===== src/rtl/missile_move_ctrl.sv =====
// missile_move_ctrl
//   Motion and lifetime controller for one tank missile. A fire request in
//   IDLE launches the missile from the centre of the owning tank. The missile
//   then moves SPEED pixels per frame in the latched direction. It stops on a
//   collision or at a screen edge, explodes for EXPLODE_FRAMES frames, and
//   then returns to IDLE.
//
//   Ports
//     clk, resetN        clock, asynchronous active-low reset
//     startOfFrame_i     one-cycle pulse per video frame
//     fire_i             launch request (level or pulse)
//     tankX_i, tankY_i   owning tank top-left corner, sampled at launch only
//     tankDir_i          tank direction: 00 up, 01 right, 10 down, 11 left
//     collision_i        missile hit something this cycle
//     topLeftX_o/Y_o     missile top-left corner
//     dir_o              latched launch direction
//     missileActive_o    high while flying (draw enable)
//     exploding_o        high during the explosion phase
//     hitPulse_o         one-cycle pulse when flight ends by collision
//
//   state   | meaning
//   --------+----------------------------------------------------
//   IDLE    | no missile, waiting for fire_i
//   FLY     | missile moving, one step per startOfFrame_i
//   EXPLODE | position held, counting EXPLODE_FRAMES frame pulses

module missile_move_ctrl #(
    parameter int SCREEN_W       = 640,
    parameter int SCREEN_H       = 480,
    parameter int TANK_SIZE      = 32,
    parameter int MISSILE_SIZE   = 8,
    parameter int SPEED          = 4,
    parameter int EXPLODE_FRAMES = 8
) (
    input  logic        clk,
    input  logic        resetN,
    input  logic        startOfFrame_i,
    input  logic        fire_i,
    input  logic [10:0] tankX_i,
    input  logic [10:0] tankY_i,
    input  logic [1:0]  tankDir_i,
    input  logic        collision_i,
    output logic [10:0] topLeftX_o,
    output logic [10:0] topLeftY_o,
    output logic [1:0]  dir_o,
    output logic        missileActive_o,
    output logic        exploding_o,
    output logic        hitPulse_o
);

    localparam int CNT_W = (EXPLODE_FRAMES > 2) ? $clog2(EXPLODE_FRAMES) : 1;

    localparam logic [1:0]  DIR_UP    = 2'b00;
    localparam logic [1:0]  DIR_RIGHT = 2'b01;
    localparam logic [1:0]  DIR_DOWN  = 2'b10;
    localparam logic [1:0]  DIR_LEFT  = 2'b11;

    localparam logic [10:0] LAUNCH_OFS = 11'((TANK_SIZE - MISSILE_SIZE) / 2);
    localparam logic [11:0] STEP       = 12'(SPEED);
    localparam logic [11:0] LIMIT_X    = 12'(SCREEN_W - MISSILE_SIZE);
    localparam logic [11:0] LIMIT_Y    = 12'(SCREEN_H - MISSILE_SIZE);
    localparam logic [CNT_W-1:0] CNT_LAST = CNT_W'(EXPLODE_FRAMES - 1);

    typedef enum logic [1:0] {
        IDLE    = 2'd0,
        FLY     = 2'd1,
        EXPLODE = 2'd2
    } state_t;

    state_t           state_q, state_d;
    logic [10:0]      x_q, x_d, y_q, y_d;
    logic [1:0]       dir_q, dir_d;
    logic             active_q, active_d;
    logic             expl_q, expl_d;
    logic             hit_q, hit_d;
    logic [CNT_W-1:0] cnt_q, cnt_d;

    // Edge checks run in 12 bits so that x+SPEED cannot wrap past the limit.
    logic [11:0] x_ext, y_ext, x_inc, y_inc;
    assign x_ext = {1'b0, x_q};
    assign y_ext = {1'b0, y_q};
    assign x_inc = x_ext + STEP;
    assign y_inc = y_ext + STEP;

    always_ff @(posedge clk or negedge resetN) begin
        if (!resetN) begin
            state_q  <= IDLE;
            x_q      <= '0;
            y_q      <= '0;
            dir_q    <= DIR_RIGHT;
            active_q <= 1'b0;
            expl_q   <= 1'b0;
            hit_q    <= 1'b0;
            cnt_q    <= '0;
        end else begin
            state_q  <= state_d;
            x_q      <= x_d;
            y_q      <= y_d;
            dir_q    <= dir_d;
            active_q <= active_d;
            expl_q   <= expl_d;
            hit_q    <= hit_d;
            cnt_q    <= cnt_d;
        end
    end

    always_comb begin
        state_d = state_q;
        x_d     = x_q;
        y_d     = y_q;
        dir_d   = dir_q;
        hit_d   = 1'b0;
        cnt_d   = cnt_q;

        unique case (state_q)
            IDLE: begin
                cnt_d = '0;
                if (fire_i) begin
                    state_d = FLY;
                    x_d     = tankX_i + LAUNCH_OFS;
                    y_d     = tankY_i + LAUNCH_OFS;
                    dir_d   = tankDir_i;
                end
            end

            FLY: begin
                cnt_d = '0;
                // Collision has priority over a same-cycle frame step.
                if (collision_i) begin
                    state_d = EXPLODE;
                    hit_d   = 1'b1;
                end else if (startOfFrame_i) begin
                    unique case (dir_q)
                        DIR_UP: begin
                            if (y_ext < STEP) begin
                                y_d     = '0;
                                state_d = EXPLODE;
                            end else begin
                                y_d = y_q - STEP[10:0];
                            end
                        end
                        DIR_RIGHT: begin
                            if (x_inc > LIMIT_X) begin
                                x_d     = LIMIT_X[10:0];
                                state_d = EXPLODE;
                            end else begin
                                x_d = x_inc[10:0];
                            end
                        end
                        DIR_DOWN: begin
                            if (y_inc > LIMIT_Y) begin
                                y_d     = LIMIT_Y[10:0];
                                state_d = EXPLODE;
                            end else begin
                                y_d = y_inc[10:0];
                            end
                        end
                        DIR_LEFT: begin
                            if (x_ext < STEP) begin
                                x_d     = '0;
                                state_d = EXPLODE;
                            end else begin
                                x_d = x_q - STEP[10:0];
                            end
                        end
                        default: ;
                    endcase
                end
            end

            EXPLODE: begin
                if (startOfFrame_i) begin
                    if (cnt_q == CNT_LAST) begin
                        state_d = IDLE;
                        cnt_d   = '0;
                    end else begin
                        cnt_d = cnt_q + 1'b1;
                    end
                end
            end

            default: begin
                state_d = IDLE;
                cnt_d   = '0;
            end
        endcase

        // Flags are registered from the next state so they line up with it.
        active_d = (state_d == FLY);
        expl_d   = (state_d == EXPLODE);
    end

    assign topLeftX_o      = x_q;
    assign topLeftY_o      = y_q;
    assign dir_o           = dir_q;
    assign missileActive_o = active_q;
    assign exploding_o     = expl_q;
    assign hitPulse_o      = hit_q;

endmodule


===== config.mk =====
export PLATFORM = sky130hd
export DESIGN_NAME = missile_move_ctrl
export DESIGN_NICKNAME = d
export VERILOG_FILES = /design/src/rtl/missile_move_ctrl.sv
export SDC_FILE = /design/constraint.sdc
export NUM_CORES = 1
export LEC_CHECK = 0
export CAP_MARGIN = 10
export CORE_MARGIN = 1
export CORE_UTILIZATION = 45
export DETAILED_ROUTE_END_ITERATION = 8
export GPL_TIMING_DRIVEN = 0
export PLACE_DENSITY_LB_ADDON = 0.05
export REMOVE_ABC_BUFFERS = 1
export SYNTH_ARGS = -nofsm -noshare
export SYNTH_HDL_FRONTEND = slang
export SYNTH_SLANG_ARGS = --single-unit
export TNS_END_PERCENT = 5

===== constraint.sdc =====
create_clock -name clk -period 3.8 [get_ports clk]
set_input_delay 1.14 -clock clk [delete_from_list [all_inputs] [get_ports clk]]
set_output_delay 1.14 -clock clk [all_outputs]
set_load 0.02 [all_outputs]

### After elaboration in Yosys (flattened, before gate mapping)

Index checks and enable logic that the tools add are counted.

* $add $sub $neg: 7
* multipliers: 0
* div/mod/pow operators: 0
* $lt $le $gt $ge: 4
* equal/unequal tests: 14
* shift-type cells: 0
* multiplexer cells: 30
* bitwise logic cells: 0
* reductions and logical operators: 6

Operator list (number)
* 2-to-1 mux 11 bit: 10
* one-hot mux 11 bit (2 select lines): 4
* adder 11 x 3 -> 12 bit (second input constant): 2
* adder 11 x 4 -> 11 bit (second input constant): 2
* < comparator 11 x 3 -> 1 bit (second input constant): 2
* subtractor 11 x 3 -> 11 bit (second input constant): 2
* 2-to-1 mux 2 bit: 9
* > comparator 12 x 10 -> 1 bit (second input constant): 1
* > comparator 12 x 9 -> 1 bit (second input constant): 1
* AND reduction 5 bit: 2
* 2-to-1 mux 3 bit: 3
* == test 2 bit (second input constant): 4
* inequality test 2 bit (second input constant): 4
* one-hot mux 2 bit (4 select lines): 1
* == test 2 x 1 -> 1 bit (second input constant): 3
* one-hot mux 2 bit (3 select lines): 1
* logical NOT 2 bit: 2
* adder 3 x 1 -> 3 bit (second input constant): 1
* == test 3 bit (second input constant): 1
* inequality test 3 x 1 -> 1 bit (second input constant): 1
* inequality test 3 x 2 -> 1 bit (second input constant): 1
* 2-to-1 mux 1 bit: 2
* AND reduction 2 bit: 1
* nonzero test 2 bit: 1

* flip-flop bits (word level): 32
* bits in latches: 0
* RAM bits: 0
* memory bits (read-only): 0
* input bits: 29
* word-level logic and storage cells: 69
* memories kept: 0

### Logic depth before layout (Yosys ltp)

Gate-level depths: netlist (run 1).

* word-level depth: 8
* mapped depth: 9
* depth with buffers taken out: 8

### Least setup slack after synthesis (run 1)

OpenSTA, ideal clock, no wires.

* path type: input -> register
* from: input startOfFrame_i
* to: register y_q[5] (netlist: topLeftY_o[5])
* library setup time: 126 ps
* data arrival time: 2536 ps
* required time: 3674 ps
* path slack: 1138 ps
* stages: 6
* path through: clkbuf_1 nand3_1 a21oi_1 o21ai_0 and2_1 a311o_1

* cells in the longest elaborated chain, start to end: 2

Ends and longest elaborated chain
* start: declaration: RTL line 37 `input logic startOfFrame_i,`
* inequality test 2 bit (no source line)
* AND reduction 5 bit (no source line)
* end signal: assignment: RTL line 98 `y_q <= y_d;`
* end: declaration: RTL line 71 `logic [10:0] x_q, x_d, y_q, y_d;`

Every way passes these cells.
A chain may end at the register's enable or synchronous reset.

### Worst setup path after layout (run 1)

Same ends and word-level chain as after synthesis.

==> summary.md, run 1 <==
| Metric | Value |
|---|---|
| # hold bufs at CTS | `0` |
| Total grt overflow | `0` |
| Clk Latency, worst-skew pair | `slightly below 300 ps` |
| Main synth FF type | `dfrtp_1` |
| Slew Limit Headroom | `0.402` |
| Cell-internal power | `roughly 1400 uW` |
| Clock network fraction of design power | `0.121` |
| Post-CTS sizing | `0` |
| Critical Path End Type | `flip-flop` |
| Mapped Cells | `339` |
| Final WL | `roughly 7400 um` |
| Detailed placement HPWL | `approximately 5500 um` |
| Max Root-Sink Buffers | `2` |
| RSZ-0062 raised after global routing | `false` |
| Post-CTS setup buffers | `0` |
| Power, Total | `2780 uW` |
| Final Max Tran Viols | `0` |
| Root buf cell | `clkbuf_8` |
| Hold slack final | `537 ps` |
| Starting density of the core | `0.480` |
| ANT cells | `0` |
| Slowest cell on crit path | `clkdlybuf4s50_1` |
| Pwr per Cell Area | `approximately 830 mW/mm2` |
| Met3 usage | `0.0411` |
| CP Launch Type | `input pin` |
| Required time of the critical path | `between 4000 and 5000 ps` |
| Most Used Layer, Global Route | `met2` |
| Buf/Inv on CP | `1` |
| Final setup vio count | `0` |
| Drt first-iter violations | `approximately 210` |
| Total track usage | `0.251` |
| Max_cap viols | `0` |
| Synthesized area | `0.00272 mm2` |
| CTS tree | `built` |
| Util after Layout | `0.591` |
| Crit path max-delay family | `compound AO/OA/AOI/OAI gates` |
| Top cells by area, synth | `dfrtp_1, xnor2_1, o21ai_0, nand2_1, ha_1` |
| Pin count of the biggest net entering global routing | `33` |
| Ys async rst share | `1.00` |
| H-Tree Depth | `2` |
| Fin. Hold Viols | `0` |
| Via Count | `about 2.7k` |
| GR Util met2 | `0.385` |
| Switching share of power | `0.491` |
| First-pass GRT wire length | `around 12000 um` |
| Slew @ Worst Pin | `~900 ps` |
| Leakage | `between 0.001 and 0.0015 uW` |
| Number of global-route vias before repair | `around 2.4k` |
| Die height | `approximately 80 um` |
| Core Area | `0.00568 mm2` |
| Pre-CTS WS | `-79.3 ps` |
| Reg clk slew, reported paths | `~70 ps` |
| #FFs+latches synth | `32` |
| Max Clock Skew | `between 6 and 7 ps` |
| Final worst setup slack | `around 560 ps` |
| Routability Congestion | `around 0.91` |
| Drt pass-1 iters | `4` |
| Drc violations | `0` |
| Status | `finished, final reports clean` |
| Fmax | `roughly 300 MHz` |
| Worst VDD drop | `between 0.4 and 0.5 mV` |
| Cell taking the most area after synthesis | `dfrtp_1` |
| Syn Area/Cell | `8.03 um2` |
| Share of layout cells above drive strength 1 | `0.0582` |
| Distinct cells, synth | `between 50 and 60` |
| Die Width | `approximately 80 um` |
| Commonest cells in the netlist | `nand2_1, dfrtp_1, o21ai_0, nor2_1, xnor2_1` |
| Worst min path class | `flip-flop to flip-flop` |
| Critical path class | `input pin to flip-flop` |
| Max FO, Critical Path | `14` |
| Initial antenna violation count | `0` |
| CTS Buf Count | `5` |
| Worst-path cell chain | `clkdlybuf4s50_1 -> nand4b_1 -> a21oi_2 -> nand2_1 -> o22ai_1 -> a311o_1` |
| Post-synth EDFFs | `0` |
| Gate power share | `0.579` |
| Count leader, synth | `nand2_1` |
| Slowest stage delay, CP | `~700 ps` |
| Row count | `27` |
| Area grow syn2layout | `23.2%` |
| YS warnings | `0` |
| Sw power | `around 1400 uW` |
| WL/cell | `approximately 16 um` |
| Via/cell ratio | `5.95` |
| Area share of the leading cell type in the synthesized netlist | `0.285` |
| Seq/Total Area, Yosys | `0.294` |
| Io pins | `56` |
| PortBufs | `55` |
| Sequential power share | `0.300` |
| Worst Path Arrival | `about 3500 ps` |
| Die footprint | `approximately 0.0064 mm2` |
| Clock Sinks | `32` |
| Final Cycle Share | `0.852` |
| Layout Nets | `416` |
| Post-route antenna net violation count | `0` |
| Post-route minimum period | `3240 ps` |
| Met1 usage | `0.362` |
state kept, by name, indices dropped and copies added, names as in the netlist:
name / cells
topLeftY_o: 11
topLeftX_o: 11
hitPulse_o: 1
missileActive_o: 1
exploding_o: 1
dir_o: 2
state_q: 2
cnt_q: 3
worst paths after layout:
path | from | depth (start not counted) | slack (ps) | to
min in group asynchronous | resetN | 1 | 890 | topLeftX_o[7]$_DFFE_PN0P_
min | topLeftY_o[0]$_DFFE_PN0P_ | 1 | 540 | topLeftY_o[0]$_DFFE_PN0P_
max reg2reg | topLeftY_o[8]$_DFFE_PN0P_ | 6 | 1140 | topLeftY_o[5]$_DFFE_PN0P_
max | startOfFrame_i | 6 | 560 | topLeftY_o[5]$_DFFE_PN0P_
max in group asynchronous | resetN | 1 | 2440 | topLeftY_o[5]$_DFFE_PN0P_
min reg2reg | topLeftY_o[0]$_DFFE_PN0P_ | 1 | 540 | topLeftY_o[0]$_DFFE_PN0P_
per-stage QoR:
stage	area [um2]	std cells	setup TNS, ps
after floorplan	2610	315	0
after global placement	3250	442	-164
after detailed placement	3240	442	-79.3
after CTS	3350	450	0
after global routing	3360	450	0
final	3360	450	0
per-layer routing:
| metal | vias up | share of wire |
|---|---|---|
| li1 | 1301 | - |
| met1 | 1287 | 0.47 |
| met2 | 80 | 0.46 |
| met3 | 10 | 0.057 |
| met4 | 0 | 0.015 |
| met5 | - | 0 |
kinds of logic after synthesis:
kind of cell	after synthesis	share of synthesized area
fa+ha+maj	10	0.0459
buf+inv	34	0.0574
xor+xnor	33	0.106
compound gates	100	0.234
flops	32	0.294
mux	6	0.0230
simple gates	124	0.239
layout by cell type, fill, tap and decap left out, types with 2 or more instances in the layout:
| cell type | Yosys | layout |
|---|---|---|
| nand3_1 | 12 | 12 |
| clkbuf_8 | 1 | 5 |
| dfrtp_1 | 31 | 31 |
| o22ai_1 | 7 | 7 |
| o211ai_1 | 8 | 8 |
| a211o_1 | 2 | 2 |
| clkdlybuf4s50_1 | 0 | 54 |
| mux2i_1 | 4 | 4 |
| a21oi_2 | 1 | 2 |
| inv_1 | 10 | 10 |
| o221ai_1 | 2 | 2 |
| mux2_2 | 2 | 2 |
| a211oi_1 | 2 | 2 |
| ha_1 | 10 | 10 |
| nand3b_1 | 3 | 3 |
| nor4_1 | 3 | 3 |
| nor2_1 | 26 | 26 |
| nand2_1 | 37 | 37 |
| xor2_1 | 10 | 10 |
| nand4b_1 | 2 | 2 |
| nand2b_1 | 6 | 6 |
| nor3_1 | 8 | 8 |
| a31oi_1 | 5 | 5 |
| a221o_1 | 2 | 2 |
| nand4_1 | 4 | 4 |
| and4_1 | 2 | 2 |
| a22o_1 | 5 | 5 |
| o21ai_0 | 31 | 31 |
| and3_1 | 4 | 4 |
| xnor2_1 | 23 | 23 |
| nor2b_1 | 4 | 4 |
| and2_1 | 5 | 5 |
| a21oi_1 | 22 | 21 |
area by class of cell:
type                    instances  area [um2]
well taps                      72        90.1
flip-flops and latches         32         802
clock inverters                 3        42.5
inverters                      10        37.5
clock buffers                   5        68.8
multi-input cells             273        1770
fillers                       535        2320
repair buffers                 55         546
power groups by stage:
stage	Clock (uW)	Sequential (uW)	Combinational, uW
after floorplan	0	917	889
after global placement	0	831	1570
after detailed placement	0	836	1590
after CTS	343	831	1600
after global routing	360	873	1750
final	337	832	1610
(Power assumes the default switching activity.)
==> run 2: changes to the inputs <==
Settings changed: ABC_AREA set to 1, GPL_TIMING_DRIVEN 0 to unset.
==> run 2 against run 1 <==
Effect of this change: sequential cell count is the same; design area grew 4.4%; total power grew 6.5%; cell count grew 17%; global-route usage shrank 0.27 points; sequential share of layout area shrank 1.0 points; register-to-register slack gained 280 ps; synthesized area grew 1.7%; clock power grew 8.9%; first-iteration DRC count shrank 43%; largest power group unchanged.
==> summary.md, run 2 <==
| Metric | Value |
|---|---|
| Die height | `80.4 um (+0.80%)` |
| Final WL | `7540 um (+2.2%)` |
| Seq/Total Area, Yosys | `0.290 (-0.00479)` |
| Slew Limit Headroom | `0.672 (+0.270)` |
| Status | `finished, final reports clean` |
| Core Area | `0.00592 mm2 (+4.3%)` |
| Pre-CTS WS | `865 ps (+945 ps)` |
| Post-CTS sizing | `0 (unchanged)` |
| Final Max Tran Viols | `0 (unchanged)` |
| Main synth FF type | `dfrtp_1` |
| Commonest cells in the netlist | `nand2_1, inv_1, nor2_1, nand3_1, dfrtp_1` |
| Layout Nets | `491 (+18%)` |
| Ys async rst share | `1.00 (unchanged)` |
| Row count | `28 (+3.7%)` |
| Fmax | `376 MHz (+22%)` |
| Drc violations | `0 (unchanged)` |
| Post-synth EDFFs | `0 (unchanged)` |
| Via/cell ratio | `5.41 (-9.0%)` |
| Cell taking the most area after synthesis | `dfrtp_1` |
| PortBufs | `55 (unchanged)` |
| Starting density of the core | `0.468 (-0.0123)` |
| Crit path max-delay family | `buffers and inverters` |
| Post-CTS setup buffers | `0 (unchanged)` |
| Area grow syn2layout | `26.6%` |
| Max Clock Skew | `5.40 ps (-1.22 ps)` |
| Buf/Inv on CP | `1 (unchanged)` |
| Required time of the critical path | `2660 ps (-1370 ps)` |
| Max FO, Critical Path | `10 (-4)` |
| Fin area | `0.00350 mm2 (+4.4%)` |
| Synthesized area | `0.00277 mm2 (+1.7%)` |
| Mapped Cells | `395 (+17%)` |
| Distinct cells, synth | `43 (-25%)` |
| CTS tree | `built` |
| Max_cap viols | `0 (unchanged)` |
| Sequential cell area | `802 um2 (unchanged)` |
| Worst VDD drop | `0.385 mV (-7.7%)` |
| Syn Area/Cell | `7.01 um2 (-13%)` |
| Fill count | `580 (+8.4%)` |
| RSZ-0062 raised after global routing | `false` |
| Detailed placement HPWL | `5860 um (+7.0%)` |
| Root buf cell | `clkbuf_8` |
| Slowest stage delay, CP | `680 ps (-20 ps)` |
| Commonest cells after routing, fill and taps aside | `nand2_1, clkdlybuf4s50_1, inv_1, nor2_1, nand3_1` |
| Slew @ Worst Pin | `487 ps (-408 ps)` |
| YS warnings | `0 (unchanged)` |
| Initial antenna violation count | `0 (unchanged)` |
| Fin. Hold Viols | `0 (unchanged)` |
| CTS Buf Count | `5 (unchanged)` |
| Clk Latency, worst-skew pair | `280 ps (about the same)` |
| Post-route minimum period | `2660 ps (-577 ps)` |
| Area share of the leading cell type in the synthesized netlist | `0.280 (-0.00463)` |
| Placed cell area | `0.00338 mm2 (+4.2%)` |
| Io pins | `56 (unchanged)` |
| Pwr per Cell Area | `843 mW/mm2 (+2.0%)` |
| H-Tree Depth | `2 (unchanged)` |
| First-pass GRT wire length | `12400 um (+1.5%)` |
| Via Count | `2858 (+6.7%)` |
| Number of global-route vias before repair | `2712 (+13%)` |
| Total track usage | `0.249 (-0.00271)` |
| Pin count of the biggest net entering global routing | `33 (unchanged)` |
| Leakage | `0.00164 uW (+25%)` |
| Slowest cell on crit path | `clkdlybuf4s50_1` |
| Die footprint | `0.00647 mm2 (+1.6%)` |
| Worst Path Arrival | `1520 ps (-1940 ps)` |
| Clock Sinks | `32 (unchanged)` |
| #FFs+latches synth | `32 (unchanged)` |
| Worst-path cell chain | `clkdlybuf4s50_1` |
| Drt pass-1 iters | `4 (unchanged)` |
| Reg clk slew, reported paths | `70 ps (about the same)` |
| CP Launch Type | `flip-flop` |
| Routability Congestion | `0.875 (-3.7%)` |
| WL/cell | `14.3 um (-13%)` |
| Combined area of the multi-input logic cells | `0.00172 mm2 (-2.9%)` |
| Max Root-Sink Buffers | `2 (unchanged)` |
| Share of layout cells above drive strength 1 | `0.104 (+0.0456)` |
| Most common cell after layout, fill and taps aside | `nand2_1` |
| Critical path class | `flip-flop to output port` |
| # hold bufs at CTS | `0 (unchanged)` |
| Util after Layout | `0.592 (+0.000657)` |
| Critical Path End Type | `output port` |
| Total grt overflow | `0 (unchanged)` |
| Final worst setup slack | `1140 ps (+577 ps)` |
| Final Cycle Share | `0.700 (-0.152)` |
| Drt first-iter violations | `121 (-43%)` |
| Top cells by area, synth | `dfrtp_1, nand2_1, inv_1, nand3_1, xor2_1` |
| Final setup TNS | `0 ps (unchanged)` |
| Worst min path class | `flip-flop to flip-flop` |
| Post-route antenna net violation count | `0 (unchanged)` |
| ANT cells | `0 (unchanged)` |
| Final setup vio count | `0 (unchanged)` |
| Count leader, synth | `nand2_1` |
| Die Width | `80.4 um (+0.80%)` |
-- run 2: path summary, 6_finish.rpt --
| check | from | end | slack, ps | cells after the start |
|---|---|---|---|---|
| max in group asynchronous | resetN | dir_o[0]$_DFFE_PN1P_ | 2190 | 2 |
| min in group asynchronous | resetN | topLeftY_o[10]$_DFFE_PN0P_ | 1260 | 2 |
| max | topLeftY_o[7]$_DFFE_PN0P_ | topLeftY_o[7] | 1140 | 1 |
| min | topLeftY_o[0]$_DFFE_PN0P_ | topLeftY_o[0]$_DFFE_PN0P_ | 510 | 2 |
| max reg2reg | state_q[1]$_DFF_PN0_ | topLeftX_o[5]$_DFFE_PN0P_ | 1420 | 9 |
| min reg2reg | topLeftY_o[0]$_DFFE_PN0P_ | topLeftY_o[0]$_DFFE_PN0P_ | 510 | 2 |
-- run 2: cells by family after synthesis --
| logic type | synth area share |
|---|---|
| adder cells (fa/ha/maj) | 0.0452 |
| AO/OA/AOI/OAI | 0.174 |
| flip-flops | 0.290 |
| AND/OR/NAND/NOR | 0.323 |
| XOR/XNOR | 0.0791 |
| buffers and inverters | 0.0899 |
-- run 2: layout make-up --
type / count / area share
timing repair buffer: 57 / 0.161
tap: 75 / 0.0268
sequential: 32 / 0.229
inverter: 53 / 0.0568
clock buffer: 7 / 0.0275
clock inverter: 1 / 0.00857
multi-input combinational: 303 / 0.490
-- run 2: worst min-delay path: stages (launching register included) --
cell	delay [ps]
dfrtp_1	370
nand2_1	60
nand2_1	50
-- run 2: power breakdown --
part	switching (uW)	internal [uW]	total (uW)
Clock	136	232	367
Combinational	1140	712	1850
Sequential	243	496	740
-- run 2: routing by layer --
layer	track usage	vias to the layer above	wire length, um
met5	0	-	0
met4	0.0786	0	176
met1	0.291	1330	3140
li1	-	1426	-
met2	0.461	83	3900
met3	0.0352	19	328
-- run 2: per-stage QoR --
step | cells | power, uW | hold slack [ps]
final | 528 | 2960 | 510
after global routing | 528 | 3200 | 543
after CTS | 528 | 2960 | 510
after detailed placement | 520 | 2580 | 491
after global placement | 520 | 2560 | 489
after floorplan | 388 | 1930 | 475
==> run 3: changes to the inputs <==
Clock period 3.8 ns to 2.6 ns, I/O delays scaled along.
==> run 3 against run 2 <==
Effect of this change: combinational power rose by 48%; wire length fell by 2.1%; clock-buffer cell count increased by 1; die area unchanged; clock skew up 1.9 ps; critical path type unchanged; largest power group unchanged.
==> summary.md, run 3 (synthesis results as in run 2) <==
| Metric | Value |
|---|---|
| Worst Min Path Start | `topLeftX_o[1]$_DFFE_PN0P_` |
| Area grow syn2layout | `26.9%` |
| Sw power | `2200 uW (+45%)` |
| Slew @ Worst Pin | `442 ps (-45.7 ps)` |
| Critical Path End Type | `output port` |
| Buf/Inv on CP | `1 (unchanged)` |
| Total track usage | `0.250 (+0.00126)` |
| Io pins | `56 (unchanged)` |
| Initial antenna violation count | `0 (unchanged)` |
| Final Cycle Share | `0.884` |
| Clk Latency, worst-skew pair | `290 ps (about the same)` |
| Reg clk slew, reported paths | `70 ps (about the same)` |
| Max Clock Skew | `7.34 ps (+1.94 ps)` |
| First-pass GRT wire length | `12400 um (-0.34%)` |
| Row count | `28 (unchanged)` |
| H-Tree Depth | `2 (unchanged)` |
| Leakage | `0.00166 uW (+0.64%)` |
| Sequential power share | `0.254 (+0.004)` |
| Total grt overflow | `0 (unchanged)` |
| Fin. Hold Viols | `0 (unchanged)` |
| Starting density of the core | `0.468 (unchanged)` |
| Worst-path cell chain | `clkdlybuf4s50_1` |
| Final WL | `7390 um (-2.1%)` |
| # hold bufs at CTS | `0 (unchanged)` |
| Cell-internal power | `2020 uW (+40%)` |
| Number of global-route vias before repair | `2712 (unchanged)` |
| Switching share of power | `0.522 (+0.00933)` |
| Commonest cells after routing, fill and taps aside | `nand2_1, clkdlybuf4s50_1, inv_1, nor2_1, nand3_1` |
| Critical path class | `flip-flop to output port` |
| Pre-CTS WS | `26.8 ps (-839 ps)` |
| Die height | `80.4 um (unchanged)` |
| Worst Path Arrival | `1520 ps (about the same)` |
| Slowest cell on crit path | `clkdlybuf4s50_1` |
| Hold slack final | `498 ps (-11.6 ps)` |
| Clock network fraction of design power | `0.098 (-0.026)` |
| Routability Congestion | `0.853 (-2.4%)` |
| ANT cells | `0 (unchanged)` |
| Worst setup startpoint | `topLeftY_o[7]$_DFFE_PN0P_` |
| Final Max Tran Viols | `0 (unchanged)` |
| Pwr per Cell Area | `1200 mW/mm2 (+42%)` |
| Fmax | `435 MHz` |
| RSZ-0062 raised after global routing | `false` |
| Slowest stage delay, CP | `670 ps (about the same)` |
| Worst VDD drop | `0.640 mV (+66%)` |
| Post-route antenna net violation count | `0 (unchanged)` |
| Final setup vio count | `0 (unchanged)` |
| Clock Sinks | `32 (unchanged)` |
| Detailed placement HPWL | `5710 um (-2.5%)` |
| Share of layout cells above drive strength 1 | `0.111 (+0.00736)` |
| Status | `finished, final reports clean` |
| Worst min path class | `flip-flop to flip-flop` |
| Layout Nets | `497 (+1.2%)` |
| Post-route minimum period | `about 2300 ps` |
| Via Count | `2793 (-2.3%)` |
| Max Root-Sink Buffers | `2 (unchanged)` |
| Fill count | `582 (+0.34%)` |
| Die footprint | `0.00647 mm2 (unchanged)` |
| Drt first-iter violations | `137 (+13%)` |
| Required time of the critical path | `1820 ps (-840 ps)` |
| Crit path max-delay family | `buffers and inverters` |
| Power, Total | `4220 uW (+43%)` |
| Final worst setup slack | `302 ps (-838 ps)` |
| Die Width | `80.4 um (unchanged)` |
| Pin count of the biggest net entering global routing | `33 (unchanged)` |
| Util after Layout | `0.593 (+0.00148)` |
| PortBufs | `55 (unchanged)` |
| Drt pass-1 iters | `4 (unchanged)` |
| CTS Buf Count | `5 (unchanged)` |
| Root buf cell | `clkbuf_8` |
| Most common cell after layout, fill and taps aside | `nand2_1` |
| CP Launch Type | `flip-flop` |
| WL/cell | `13.8 um (-3.2%)` |
| Via/cell ratio | `5.23 (-3.4%)` |
| Gate power share | `0.648 (+0.023)` |
| CTS tree | `built` |
| Slew Limit Headroom | `0.706 (+0.0332)` |
| Max_cap viols | `0 (unchanged)` |
| Core Area | `0.00592 mm2 (unchanged)` |
| Post-CTS sizing | `0 (unchanged)` |
| Post-CTS setup buffers | `0 (unchanged)` |
| Reg-to-reg slack, setup | `570 ps (-850 ps)` |
| Final setup TNS | `0 ps (unchanged)` |
| Max FO, Critical Path | `10 (unchanged)` |
| Drc violations | `0 (unchanged)` |
| Critical R2R Launch | `topLeftY_o[2]$_DFFE_PN0P_` |
[run 3: changes by cell type in the layout (fill, tap and decap cells not counted), sizes merged]
| cell | change |
|---|---|
| buf | +6 |
| bufinv | -1 |
| clkbuf | +1 |
[run 3: worst paths after layout]
| check | cells after the start | to |
|---|---|---|
| min | 2 | topLeftX_o[1]$_DFFE_PN0P_ |
| min reg2reg | 2 | topLeftX_o[1]$_DFFE_PN0P_ |
| max in group asynchronous | 2 | dir_o[0]$_DFFE_PN1P_ |
| max reg2reg | 15 | missileActive_o$_DFF_PN0_ |
| min in group asynchronous | 2 | topLeftX_o[5]$_DFFE_PN0P_ |
| max | 1 | topLeftY_o[7] |
[run 3: power groups by stage]
| stage | registers (uW) | logic [uW] | clock network [uW] |
|---|---|---|---|
| 6_report | 1070 | 2740 | 414 |
| 5_1_grt | 1120 | 3020 | 443 |
| 4_1_cts | 1070 | 2740 | 421 |
| 3_5_place_dp | 1080 | 2730 | 0 |
| 3_3_place_gp | 1080 | 2700 | 0 |
| 2_1_floorplan | 1260 | 1560 | 0 |
[run 3: per-stage QoR]
step	area [um2]	std cells
after floorplan	2720	388
after CTS	3510	534
after global placement	3420	526
after global routing	3510	534
final	3510	534
after detailed placement	3420	526
[run 3: metal layers]
metal  vias to the layer above  part of all wire  track usage
met1                      1266              0.43        0.304
met4                         0             0.029        0.102
met2                        79              0.49        0.436
li1                       1428                 -            -
met3                        20             0.044       0.0386
met5                         -                 0            0
[run 3: layout make-up]
class | instances | area [um2] | area share
Inverter | 53 | 199 | 0.0566
Sequential cell | 32 | 802 | 0.228
Timing Repair Buffer | 63 | 611 | 0.174
Clock buffer | 8 | 90.1 | 0.0256
Tap cell | 75 | 93.8 | 0.0267
Multi-Input combinational cell | 303 | 1720 | 0.489
